==> src/rtl/seg7_pkg.sv <==
// Shared constants for the seven-segment scan driver: hex segment patterns
// (active-high {g,f,e,d,c,b,a}) and counter width helper.
package seg7_pkg;

  localparam logic [6:0] SEG_BLANK = 7'h00;

  localparam logic [6:0] SEG_LUT [16] = '{
    7'h3F, 7'h06, 7'h5B, 7'h4F, 7'h66, 7'h6D, 7'h7D, 7'h07,
    7'h7F, 7'h6F, 7'h77, 7'h7C, 7'h39, 7'h5E, 7'h79, 7'h71
  };

  // Width needed to count 0..n-1, never less than one bit
  function automatic int unsigned idx_width(input int unsigned n);
    return (n <= 1) ? 1 : $clog2(n);
  endfunction

endpackage

==> src/rtl/hex_to_seg7.sv <==
// Combinational nibble to active-high {g..a} decoder; polarity handled by the caller.
module hex_to_seg7
  import seg7_pkg::*;
(
  input  logic [3:0] i_nib,
  output logic [6:0] o_seg_c
);

  assign o_seg_c = SEG_LUT[i_nib];

endmodule

==> src/rtl/seg7_scan_driver.sv <==
// Time-multiplexed multi-digit hex display driver with anti-ghosting blank window,
// frame-synchronous display update and optional leading-zero suppression.
module seg7_scan_driver
  import seg7_pkg::*;
#(
  parameter int unsigned NUM_DIGITS     = 4,
  parameter int unsigned REFRESH_DIV    = 50000,
  parameter int unsigned BLANK_CYCLES   = 500,
  parameter int unsigned BLANK_LEADING  = 1,
  parameter int unsigned SEG_ACTIVE_LOW = 1,
  parameter int unsigned AN_ACTIVE_LOW  = 1
) (
  input  logic                    JM1222HM_clk,
  input  logic                    JM1222HM_rst_n,
  input  logic [4*NUM_DIGITS-1:0] JM1222HM_value,
  input  logic [NUM_DIGITS-1:0]   JM1222HM_dp_in,
  input  logic                    JM1222HM_load,
  input  logic                    JM1222HM_enable,
  output logic [6:0]              JM1222HM_seg,
  output logic                    JM1222HM_dp,
  output logic [NUM_DIGITS-1:0]   JM1222HM_an,
  output logic                    JM1222HM_frame
);

  localparam int unsigned IW = idx_width(NUM_DIGITS);
  localparam int unsigned DW = idx_width(REFRESH_DIV);
  localparam int unsigned VW = 4 * NUM_DIGITS;

  localparam logic [6:0]            SEG_POL = (SEG_ACTIVE_LOW != 0) ? 7'h7F : 7'h00;
  localparam logic                  DP_POL  = (SEG_ACTIVE_LOW != 0);
  localparam logic [NUM_DIGITS-1:0] AN_POL  = (AN_ACTIVE_LOW != 0) ? '1 : '0;

  logic [DW-1:0]         r_div;
  logic [IW-1:0]         r_idx;
  logic [VW-1:0]         r_shadow_val;
  logic [NUM_DIGITS-1:0] r_shadow_dp;
  logic [VW-1:0]         r_disp_val;
  logic [NUM_DIGITS-1:0] r_disp_dp;
  logic                  r_wrap_q;

  logic                  w_div_wrap;
  logic                  w_last_idx;
  logic                  w_frame_wrap;
  logic                  w_an_on;
  logic [3:0]            w_nib;
  logic                  w_dp_sel;
  logic [NUM_DIGITS-1:0] w_onehot;
  logic                  w_upper_zero;
  logic                  w_blank;
  logic [6:0]            w_seg_hi;
  logic [6:0]            w_seg_lit;
  logic                  w_dp_lit;

  assign w_div_wrap   = (r_div == DW'(REFRESH_DIV - 1));
  assign w_last_idx   = (r_idx == IW'(NUM_DIGITS - 1));
  assign w_frame_wrap = w_div_wrap && w_last_idx;
  assign w_an_on      = JM1222HM_enable && (r_div >= DW'(BLANK_CYCLES));

  // Select the nibble, decimal point and anode of the digit being scanned
  always_comb begin
    w_nib    = 4'h0;
    w_dp_sel = 1'b0;
    w_onehot = '0;
    for (int k = 0; k < int'(NUM_DIGITS); k++) begin
      if (r_idx == IW'(k)) begin
        w_nib       = r_disp_val[4*k +: 4];
        w_dp_sel    = r_disp_dp[k];
        w_onehot[k] = 1'b1;
      end
    end
  end

  // A digit is a leading zero when it and every more-significant nibble are zero
  always_comb begin
    w_upper_zero = 1'b1;
    w_blank      = 1'b0;
    for (int k = int'(NUM_DIGITS) - 1; k >= 1; k--) begin
      w_upper_zero = w_upper_zero && (r_disp_val[4*k +: 4] == 4'h0);
      if (r_idx == IW'(k)) begin
        w_blank = (BLANK_LEADING != 0) && w_upper_zero && !r_disp_dp[k];
      end
    end
  end

  hex_to_seg7 u_dec (
    .i_nib   (w_nib),
    .o_seg_c (w_seg_hi)
  );

  assign w_seg_lit = w_blank ? SEG_BLANK : w_seg_hi;
  assign w_dp_lit  = !w_blank && w_dp_sel;

  // Scan counters, shadow/display capture and registered pin outputs
  always_ff @(posedge JM1222HM_clk or negedge JM1222HM_rst_n) begin
    if (!JM1222HM_rst_n) begin
      r_div          <= '0;
      r_idx          <= '0;
      r_shadow_val   <= '0;
      r_shadow_dp    <= '0;
      r_disp_val     <= '0;
      r_disp_dp      <= '0;
      r_wrap_q       <= 1'b0;
      JM1222HM_seg   <= SEG_BLANK ^ SEG_POL;
      JM1222HM_dp    <= DP_POL;
      JM1222HM_an    <= AN_POL;
      JM1222HM_frame <= 1'b0;
    end else begin
      r_div <= w_div_wrap ? '0 : r_div + DW'(1);
      if (w_div_wrap) begin
        r_idx <= w_last_idx ? '0 : r_idx + IW'(1);
      end
      // Display takes the shadow as it stood before any same-cycle load
      if (w_frame_wrap) begin
        r_disp_val <= r_shadow_val;
        r_disp_dp  <= r_shadow_dp;
      end
      if (JM1222HM_load) begin
        r_shadow_val <= JM1222HM_value;
        r_shadow_dp  <= JM1222HM_dp_in;
      end
      r_wrap_q       <= w_frame_wrap;
      JM1222HM_frame <= r_wrap_q;
      JM1222HM_seg   <= w_seg_lit ^ SEG_POL;
      JM1222HM_dp    <= w_dp_lit ^ DP_POL;
      JM1222HM_an    <= (w_an_on ? w_onehot : '0) ^ AN_POL;
    end
  end

endmodule

==> config.mk <==
export PLATFORM = sky130hd
export DESIGN_NAME = seg7_scan_driver
export DESIGN_NICKNAME = d
export VERILOG_FILES = /design/src/rtl/seg7_pkg.sv /design/src/rtl/hex_to_seg7.sv /design/src/rtl/seg7_scan_driver.sv
export SDC_FILE = /design/constraint.sdc
export NUM_CORES = 1
export LEC_CHECK = 0
export BUFFER_PORTS_ARGS = -buffer_cell sky130_fd_sc_hd__buf_2
export CAP_MARGIN = 10
export CORE_MARGIN = 4
export CORE_UTILIZATION = 40
export DETAILED_ROUTE_END_ITERATION = 7
export PLACE_DENSITY = 0.64
export SLEW_MARGIN = 20
export SYNTH_ARGS = -nofsm -noshare
export SYNTH_HDL_FRONTEND = slang
export SYNTH_SLANG_ARGS = --single-unit
export TNS_END_PERCENT = 100
==> constraint.sdc <==
create_clock -name JM1222HM_clk -period 5 [get_ports JM1222HM_clk]
set_input_delay 0 -clock JM1222HM_clk [delete_from_list [all_inputs] [get_ports JM1222HM_clk]]
set_output_delay 0 -clock JM1222HM_clk [all_outputs]
set_load 0.005 [all_outputs]
==> results of run 1 <==
metrics by stage:
stage / hold WS [ns] / cells / power, mW / cell area, µm²
detailed placement: 0.236 / 400 / 0.661 / 3620
floorplan: -0.296 / 267 / 0.635 / 3350
finish: 0.0664 / 437 / 1.17 / 4060
global placement: 0.232 / 400 / 0.659 / 3620
CTS: 0.0610 / 437 / 1.18 / 4060
global route: 0.0739 / 437 / 1.22 / 4060
layout make-up:
class | count | area, µm²
clock inverter | 5 | 80.1
tap | 105 | 131
sequential | 72 | 1820
multi-input combinational | 175 | 1440
timing repair buffer | 59 | 405
clock buffer | 11 | 141
fill | 766 | 4120
inverter | 10 | 37.5
critical path, delay by kind of cell (launching register included):
kind / cells / cell delay, ns
DFF: 1 / 0.43
muxes: 1 / 0.45
and+or+nand+nor: 3 / 1.79
cells in the mapped netlist, types with 5 or more instances:
master	instances
dfrtp_1	60
a21oi_1	8
nor2_1	14
mux2_4	20
clkbuf_1	6
mux2_2	22
inv_1	10
dfstp_2	12
xnor2_1	5
xor2_1	8
nor4_1	7
nand2_1	19
ha_1	12
nand3_1	9
o21ai_0	9
state kept, by name, summed over array words and instances, names as in the netlist, 2 cells and up:
signal	flops
JM1222HM_seg	7
r_disp_val	16
r_shadow_val	16
r_idx	2
r_shadow_dp	4
JM1222HM_an	4
r_disp_dp	4
r_div	16
layer usage:
metal | vias to the layer above | global-route usage [%] | wire length, µm | part of all wire, %
met5 | - | 0 | 0 | 0
met4 | 0 | 4.41 | 72 | 1.2
met3 | 7 | 4.00 | 271 | 4.6
met2 | 41 | 21.0 | 2770 | 47
met1 | 1042 | 18.0 | 2840 | 48
li1 | 1064 | - | - | -
power breakdown:
group,switching (mW),internal (mW),leakage [nW]
logic,0.0209,0.0322,0.886
registers,0.00884,0.599,0.903
clock network,0.212,0.294,0.106
cells by family after synthesis:
| logic type | count (synthesis) | share of synthesized area, % |
|---|---|---|
| flip-flops | 72 | 54.2 |
| adder cells (fa/ha/maj) | 12 | 4.48 |
| AO/OA/AOI/OAI | 32 | 6.16 |
| AND/OR/NAND/NOR | 72 | 11.5 |
| buffers and inverters | 20 | 2.76 |
| XOR/XNOR | 13 | 3.40 |
| multiplexers | 46 | 17.5 |
final timing paths:
check	end	cells after the start	startpoint
worst min-delay path	JM1222HM_an[0]	3	JM1222HM_enable
worst max register to register	r_disp_val[6]	4	r_div[12]
worst max-delay path	r_disp_val[6]	4	r_div[12]
min in group asynchronous	r_shadow_dp[2]	3	JM1222HM_rst_n
worst min register to register	JM1222HM_frame	0	r_wrap_q
max in group asynchronous	r_disp_val[15]	3	JM1222HM_rst_n
placed cells by master (no fill, tap or decap), types with 2 or more instances in the layout:
master         netlist  routed
a22o_1               2       2
mux2_2              22      22
clkbuf_8             0      10
nand3b_1             2       2
inv_1               10      10
ha_1                12      12
dlygate4sd3_1        0      21
nor2b_1              4       4
nor4_1               7       7
nor2_1              14      14
dfrtp_1             60      60
nand4_1              3       3
mux2_4              20      20
xnor2_1              5       5
dfstp_2             12      12
nor3b_1              3       3
clkinvlp_4           0       2
o21ai_0              9       9
xor2_1               8       8
mux2i_1              4       4
nand2_1             19      19
buf_2                2      36
bufinv_16            0       2
nand3_1              9       9
o221ai_1             3       3
a211oi_1             4       4
nand4b_1             2       2
nor3_1               2       2
a21oi_1              8       8
buf_4                0       2
==> results by group, run 1 <==
STA
  – Minimum clock period after layout: 2.81 ns
  – Achievable clock frequency: 0.356 GHz
  – Final cycle utilization of the critical path: 56.2%
  – Summed negative setup slack over all endpoints: 0 ns
  – Number of hold violations in the final report: 0
  – Pin slew with the least headroom to its limit: around 0.87 ns
  – Worst-case clock skew: approximately 0.012 ns
  – Max-Slew Margin vs Limit: 41.9%
  – RSZ-0062 raised after global routing: no
  – Final worst-path setup slack: 2.19 ns
  – Number of slew-limit violations in the final report: 0
  – Finish-stage setup viols: 0

Clocking
  – Post-CTS setup buffers: 0
  – Cts repair resizes: 0
  – Clock latency reported for the late side of the worst-skew pair: 0.35 ns
  – CTS H-Tree Depth: 3
  – Root buffer cell: clkbuf_8
  – Clock buffers created by TritonCTS: 9
  – Number of sinks on the clock net: 72
  – Maximum clock path buffer count: 2
  – Number of hold buffers added after CTS: 21
  – TritonCTS clock tree: yes
  – Clock edge transition at the registers on the reported setup and hold paths: roughly 0.08 ns

Floorplanning
  – Core Region: 8180 µm²
  – IO Pins: 37
  – Effective utilization at floorplan: 41.0%
  – Number of placement rows: 33
  – Height of the die: 99.6 µm
  – Die ar.: slightly below 10,000 µm²
  – Width of the die: 99.6 µm

Place
  – Pre-CTS setup slack: 2.22 ns
  – Final weighted congestion in routability-driven placement: 0.861
  – Post-detail-place hpwl: 4080 µm
  – IO buf count: 36

Setup path
  – Element type at the critical path end: flop
  – Slowest Stage Delay on Critical Path: around 0.65 ns
  – Setup Crit Path Kind: reg2reg
  – Ordered cell list for the critical path: or4_4, nor4_4, nand2_2, mux2_4
  – Setup crit start kind: flop
  – Highest fanout seen on the critical path: 20
  – Reg-to-reg setup timing slack: 2.19 ns
  – Slowest stage cell on the critical path: nor4_4
  – Req. time, crit path: 5.22 ns
  – Arrival time reported for the critical path endpoint: between 3 and 4 ns

Global route
  – Total track usage: 13.5%
  – Antenna violations before repair: 0
  – Maximum number of pins on one net before global-route repair: 73
  – Number of global-route vias before repair: 2,216
  – Wire length of the first global-routing pass: 10,800 µm
  – Remaining global-route overflow: 0

Yosys
  – Netlist Area Pre-Place: 3350 µm²
  – Number of enable flip-flop cells after synthesis: 0
  – Top area cells in the synthesized netlist: dfrtp_1, dfstp_2, mux2_4
  – Largest area contributor in the netlist: dfrtp_1
  – Count of state elements after synthesis: 72
  – Synthesis warning total: 0
  – Proportion of netlist area held by the largest area contributor: between 40% and 50%
  – Sequential share of the synthesized area: between 50% and 60%
  – Primary FF master, synth: dfrtp_1
  – Number of cells produced by synthesis: 267
  – Number of library cell types mapped by synthesis: 40
  – Async set or reset register ratio after synthesis: 100%
  – Post-synthesis average cell area: ~13 µm²
  – Net count after synthesis: 303

Layout
  – Core Util, Final: just under 50%
  – Fin nets: 363
  – Layout overhead on the synthesized area: 21.0%
  – Number of inserted diodes: 0
  – Layout cells sized above 1: 33.1%

Power and ir drop
  – Static leakage: between 1.5 and 2 nW
  – Worst-case vdd ir drop: 172 µV
  – Pwr/cell area: 288 nW/µm²

Outcome
  – Outcome: finished clean

Detailed routing
  – DRC: 0
  – Initial detailed-routing violation count: between 50 and 60
  – Number of detailed-routing iterations run before antenna repair: 4
  – Avg Vias per Cell: 4.93
  – WL/cell: 13.6 µm
  – Routed vias: roughly 2,200
  – Post-route ant nets: 0
  – Final wirelength: about 6000 µm

Hold path
  – Hold Crit Class: in2reg

Job
  – Max-cap viol count: 0
Power figures use the tool's default switching activity.
==> run 2: changes to the inputs <==
--- a/config.mk
+++ b/config.mk
@@ -5,6 +5,7 @@
 export SDC_FILE = /design/constraint.sdc
 export NUM_CORES = 1
 export LEC_CHECK = 0
+export ABC_AREA = 1
 export BUFFER_PORTS_ARGS = -buffer_cell sky130_fd_sc_hd__buf_2
 export CAP_MARGIN = 10
 export CORE_MARGIN = 4
==> constraint.sdc (replaced) <==
create_clock -name JM1222HM_clk -period 2.9 [get_ports JM1222HM_clk]
set_input_delay 0 -clock JM1222HM_clk [delete_from_list [all_inputs] [get_ports JM1222HM_clk]]
set_output_delay 0 -clock JM1222HM_clk [all_outputs]
set_load 0.005 [all_outputs]
==> results by group, run 2 <==
Floorplanning
  – Number of placement rows: 34
  – Width of the die: approximately 100 µm
  – Core Region: 8680 µm²
  – IO Pins: 37
  – Die ar.: 10,500 µm²
  – Height of the die: 102 µm
  – Effective utilization at floorplan: 41.1%

STA
  – Final cycle utilization of the critical path: 78.3%
  – Max-Slew Margin vs Limit: 47.7%
  – Minimum clock period after layout: 2.27 ns
  – Number of hold violations in the final report: 0
  – RSZ-0062 raised after global routing: no
  – Finish-stage setup viols: 0
  – Achievable clock frequency: roughly 0.44 GHz
  – Summed negative setup slack over all endpoints: 0 ns
  – Number of slew-limit violations in the final report: 0
  – Worst-case clock skew: 0.00752 ns
  – Pin slew with the least headroom to its limit: roughly 0.78 ns

Job
  – Max-cap viol count: 0

Global route
  – Remaining global-route overflow: 0
  – Wire length of the first global-routing pass: 11,700 µm
  – M2 GR Usage: 20.2%
  – Total track usage: 14.3%
  – Most crowded layer after global routing: met1
  – Met3 usage in global routing: 3.62%
  – Number of global-route vias before repair: ~2,500
  – Met1 Usage GRT: about a fifth
  – Maximum number of pins on one net before global-route repair: a little over 40
  – Antenna violations before repair: 0

Setup path
  – Worst Reg-to-Reg Cells: 13
  – Setup crit start kind: flop
  – Highest fanout seen on the critical path: 8
  – Element type at the critical path end: flop
  – Arrival time reported for the critical path endpoint: 2.55 ns
  – Req. time, crit path: about 3.2 ns
  – Setup Crit Path Kind: reg2reg

Hold path
  – Hold Crit Class: in2reg
  – Number of stages on the worst hold path: 3

Yosys
  – Synthesis warning total: 0
  – Sequential share of the synthesized area: between 50% and 60%
  – Number of enable flip-flop cells after synthesis: 0
  – Top area cells in the synthesized netlist: dfrtp_1, nand2_1, dfstp_2
  – Primary FF master, synth: dfrtp_1
  – Post-synthesis average cell area: 8.78 µm²
  – Async set or reset register ratio after synthesis: 100%
  – Largest area contributor in the netlist: dfrtp_1
  – Net count after synthesis: 442
  – Proportion of netlist area held by the largest area contributor: roughly 42%
  – Number of library cell types mapped by synthesis: 37
  – Number of cells produced by synthesis: 406
  – Dominant cell by count in the synthesized netlist: nand2_1
  – Netlist Area Pre-Place: 3560 µm²
  – Post-synth top cells: nand2_1, dfrtp_1, inv_1
  – Count of state elements after synthesis: between 70 and 80

Layout
  – Fill cells: 894
  – Fin nets: 502
  – Largest registers: r_disp_val x16, r_div x16, r_shadow_val x16
  – Layout overhead on the synthesized area: 18.7%
  – Most used cells in the layout excluding fill and tap cells: nand2_1, dfrtp_1, inv_1, buf_2, o21ai_0
  – Core Util, Final: 48.7%
  – Most frequent standard cell in the layout excluding fill and tap cells: nand2_1
  – Total area of multi-input combinational cells: 1430 µm²
  – Layout cells sized above 1: 22.1%
  – Register Area: 1820 µm²
  – Number of inserted diodes: 0

Clocking
  – Number of sinks on the clock net: 72
  – Cts repair resizes: 0
  – Root buffer cell: clkbuf_8
  – CTS H-Tree Depth: 3
  – Maximum clock path buffer count: 2
  – Clock latency reported for the late side of the worst-skew pair: 0.34 ns
  – Clock buffers created by TritonCTS: 9
  – TritonCTS clock tree: yes
  – Clock edge transition at the registers on the reported setup and hold paths: 0.07 ns

Detailed routing
  – Post-route ant nets: 0
  – Avg Vias per Cell: 4.71
  – Number of detailed-routing iterations run before antenna repair: 6
  – Routed vias: 2,722
  – WL/cell: 11.7 µm
  – DRC: 0
  – Final wirelength: 6760 µm
  – Initial detailed-routing violation count: 119

Place
  – Post-detail-place hpwl: between 4000 and 5000 µm
  – IO buf count: 36
  – Final weighted congestion in routability-driven placement: 0.864

Power and ir drop
  – Static leakage: 2.14 nW
  – Pwr/cell area: 455 nW/µm²
  – Worst-case vdd ir drop: 282 µV

Outcome
  – Outcome: finished clean
[run 2: through the flow]
step	hold WS [ns]	setup slack (ns)	cell area (µm²)	std cells	total power, mW
after floorplan	-0.296	0.947	3560	406	1.09
after global placement	0.142	0.796	3820	541	1.14
after detailed placement	0.141	0.675	3820	541	1.14
after CTS	0.136	0.668	4230	578	1.95
after global routing	0.174	0.438	4230	578	2.01
final	0.149	0.628	4230	578	1.92
[run 2: worst paths after layout]
check                               start               to  slack, ns
setup reg to reg                 r_idx[1]  JM1222HM_seg[1]       0.63
max in group asynchronous  JM1222HM_rst_n  JM1222HM_seg[6]       1.90
hold reg to reg                  r_wrap_q   JM1222HM_frame       0.35
setup / recovery                 r_idx[1]  JM1222HM_seg[1]       0.63
min in group asynchronous  JM1222HM_rst_n         r_div[7]       0.27
hold / removal              JM1222HM_load   r_shadow_dp[3]       0.15
[run 2: cells by family after synthesis]
| logic type | synth area share (%) |
|---|---|
| AND/OR/NAND/NOR | 21.8 |
| adder cells (fa/ha/maj) | 4.21 |
| flip-flops | 51.0 |
| XOR/XNOR | 1.23 |
| AO/OA/AOI/OAI | 13.0 |
| buffers and inverters | 8.78 |
[run 2: worst max-delay path: stages, from the launching register on]
cell and delay (ns):
dfrtp_1 0.40, inv_1 0.11, ha_1 0.33, inv_2 0.11, nand3_1 0.09, nand2_1 0.06, a21boi_1 0.36, inv_1 0.16
ha_1 0.30, inv_1 0.04, nand2_1 0.07, nand2_1 0.05, nand2_1 0.07, nand2_1 0.05
[run 2: cell type report]
type / instances / area share, %
clock inverters: 3 / 1.01
multi-input cells: 262 / 33.9
clock buffers: 12 / 3.43
repair buffers: 60 / 10.1
well taps: 108 / 3.19
inverters: 61 / 5.41
flip-flops and latches: 72 / 42.9
[run 2: metal layers]
metal | vias up | part of all wire (%)
li1 | 1406 | -
met1 | 1248 | 50
met2 | 57 | 43
met3 | 11 | 5.3
met4 | 0 | 1.7
met5 | - | 0
[run 2: report_power, final]
group / total, mW / internal, mW / switching, mW
Clock: 0.785 / 0.416 / 0.369
Sequential: 1.03 / 1.03 / 0.00544
Combinational: 0.105 / 0.0441 / 0.0604
Total: 1.92 / 1.49 / 0.435
[run 2: timing repair]
item | CTS | global route
buffers inserted | 0 | 0
hold buffers | 22 | 0
hold endpoints to repair | 47 | 0
==> run 3: changes to the inputs <==
==> constraint.sdc (replaced) <==
create_clock -name JM1222HM_clk -period 2.15 [get_ports JM1222HM_clk]
set_input_delay 0 -clock JM1222HM_clk [delete_from_list [all_inputs] [get_ports JM1222HM_clk]]
set_output_delay 0 -clock JM1222HM_clk [all_outputs]
set_load 0.005 [all_outputs]
==> results by group, run 3 (synthesized netlist as in run 2, its figures left out) <==
Clocking
  – Clock latency reported for the late side of the worst-skew pair: 0.35 ns
  – CTS H-Tree Depth: 3
  – Number of sinks on the clock net: 72
  – Clock buffers created by TritonCTS: 9
  – TritonCTS clock tree: yes
  – Maximum clock path buffer count: 2
  – Root buffer cell: clkbuf_8
  – Clock edge transition at the registers on the reported setup and hold paths: 0.08 ns

STA
  – Achievable clock frequency: about 0.53 GHz
  – RSZ-0062 raised after global routing: no
  – Number of hold violations in the final report: 0
  – Number of slew-limit violations in the final report: 0
  – Finish-stage setup viols: 0
  – Max-Slew Margin vs Limit: 56.4%
  – Final cycle utilization of the critical path: 88.3%
  – Worst-case clock skew: 0.00613 ns
  – Minimum clock period after layout: between 1.5 and 2 ns
  – Summed negative setup slack over all endpoints: 0 ns
  – Pin slew with the least headroom to its limit: 0.654 ns

Layout
  – Fill cells: 851
  – Final instance count without filler cells: 582
  – Number of inserted diodes: 0
  – Most used cells in the layout excluding fill and tap cells: nand2_1, dfrtp_1, inv_1, buf_2, o21ai_0
  – Layout cells sized above 1: a little under a quarter
  – Most frequent standard cell in the layout excluding fill and tap cells: nand2_1
  – Largest registers: r_disp_val x16, r_div x16, r_shadow_val x16
  – Fin nets: 505
  – Layout overhead on the synthesized area: 21.2%
  – Layout Cell Area excl Fill: 4320 µm²

Detailed routing
  – Initial detailed-routing violation count: 144
  – Avg Vias per Cell: 4.77
  – Routed vias: ~2,800
  – Number of detailed-routing iterations run before antenna repair: 4
  – Post-route ant nets: 0
  – DRC: 0
  – Final wirelength: 6870 µm
  – WL/cell: 11.8 µm

Power and ir drop
  – Static leakage: 2.18 nW
  – Part of the total power dissipated in combinational logic: slightly above 5%
  – Share of total power in sequential cells: 49.2%
  – Pwr/cell area: about 660 nW/µm²
  – Switching share of power: 21.8%
  – Internal Dissipation: 2.22 mW
  – Switching component of the power: 0.618 mW
  – Design Power: 2.84 mW
  – Worst-case vdd ir drop: 366 µV
  – Clock power share: 45.8%

Place
  – Placed cell areas: about 3800 µm²
  – IO buf count: 36
  – Post-detail-place hpwl: 5000 µm
  – Placed Cells: 544
  – Final weighted congestion in routability-driven placement: 0.836

Setup path
  – Setup crit start kind: flop
  – R2R Path End: JM1222HM_seg[3]
  – Slowest Stage Delay on Critical Path: 0.40 ns
  – Slowest stage cell on the critical path: dfrtp_1
  – Launch point of the critical path: r_idx[1]
  – Req. time, crit path: 2.43 ns
  – Ordered cell list for the critical path: inv_1, ha_2, inv_2, nand3_1, nand3_1, a21oi_2, ha_1, inv_1, nand2_1, nand3_1, nand3_1
  – Element type at the critical path end: flop
  – Crit-path most repeated cell: nand3_1
  – Startpoint of the worst-slack reg-to-reg timing path: r_idx[1]
  – Reg-to-reg setup timing slack: 0.25 ns
  – Highest fanout seen on the critical path: 8
  – Worst Reg-to-Reg Cells: 11
  – Capturing element of the worst setup path: JM1222HM_seg[3]
  – Arrival time reported for the critical path endpoint: roughly 2.2 ns
  – Setup Crit Path Kind: reg2reg

Floorplanning
  – Effective utilization at floorplan: 41.1%
  – Height of the die: 102 µm
  – Width of the die: 102 µm
  – Number of placement rows: 34
  – IO Pins: 37
  – Core Region: 8680 µm²
  – Die ar.: 10,500 µm²

Global route
  – Maximum number of pins on one net before global-route repair: 41
  – Wire length of the first global-routing pass: 11,800 µm
  – Total track usage: about 14%
  – Antenna violations before repair: 0
  – Number of global-route vias before repair: ~2,600
  – Remaining global-route overflow: 0

Hold path
  – Number of stages on the worst hold path: 3
  – Hold Crit Class: in2reg

Outcome
  – Outcome: finished clean

Job
  – Max-cap viol count: 0
## run 3: cell type report
cell class,count,area (µm²),area share (%)
repair buffers,63,450,10.4
flip-flops and latches,72,1820,42.1
inverters,61,229,5.30
well taps,108,135,3.13
clock inverters,7,120,2.78
multi-input cells,262,1440,33.4
clock buffers,9,124,2.87
## run 3: power by group through the flow
stage	sequential, mW	clock, mW	combinational, mW
floorplan	1.42	0	0.0495
global placement	1.42	0	0.114
detailed placement	1.42	0	0.117
CTS	1.40	1.33	0.148
global route	1.40	1.38	0.168
finish	1.40	1.30	0.144
## run 3: worst max-delay path: cells and delay by family, from the launching register on
family,cells,cell delay (ns)
flops,1,0.40
compound gates,1,0.25
buf+inv,3,0.24
simple gates,5,0.39
fa+ha+maj,2,0.54
## run 3: through the flow
stage | worst slack [ns] | utilization [%] | hold slack, ns
2_1_floorplan | 0.197 | - | -0.296
5_1_grt | 0.0174 | 49.8 | 0.185
3_3_place_gp | 0.134 | 44.3 | 0.0678
6_report | 0.252 | 49.8 | 0.148
3_5_place_dp | 0.0588 | 44.3 | 0.0679
4_1_cts | 0.0494 | 49.7 | 0.132
## run 3: timing repair
item,4_1_cts,5_1_grt
hold buffers,22,0
endpoints found under the hold margin,47,0
endpoints found under the setup margin,0,7
buffers inserted,0,0
gates resized for setup,0,3
## run 3: routing by layer
metal / share of wire, % / GRT usage, %
met5: 0 / 0
met4: 2.2 / 7.16
met3: 5.2 / 2.80
met2: 45 / 21.3
met1: 48 / 20.0
## run 3: worst min-delay path by stage
stage / startpoint / end / slack [ns]
detailed placement: JM1222HM_rst_n / r_div[1] / 0.07
global placement: JM1222HM_rst_n / r_shadow_val[3] / 0.07
CTS: JM1222HM_load / r_shadow_val[8] / 0.13
finish: JM1222HM_load / r_shadow_val[8] / 0.15
floorplan: JM1222HM_rst_n / JM1222HM_frame / -0.30
global route: JM1222HM_load / r_shadow_val[6] / 0.18
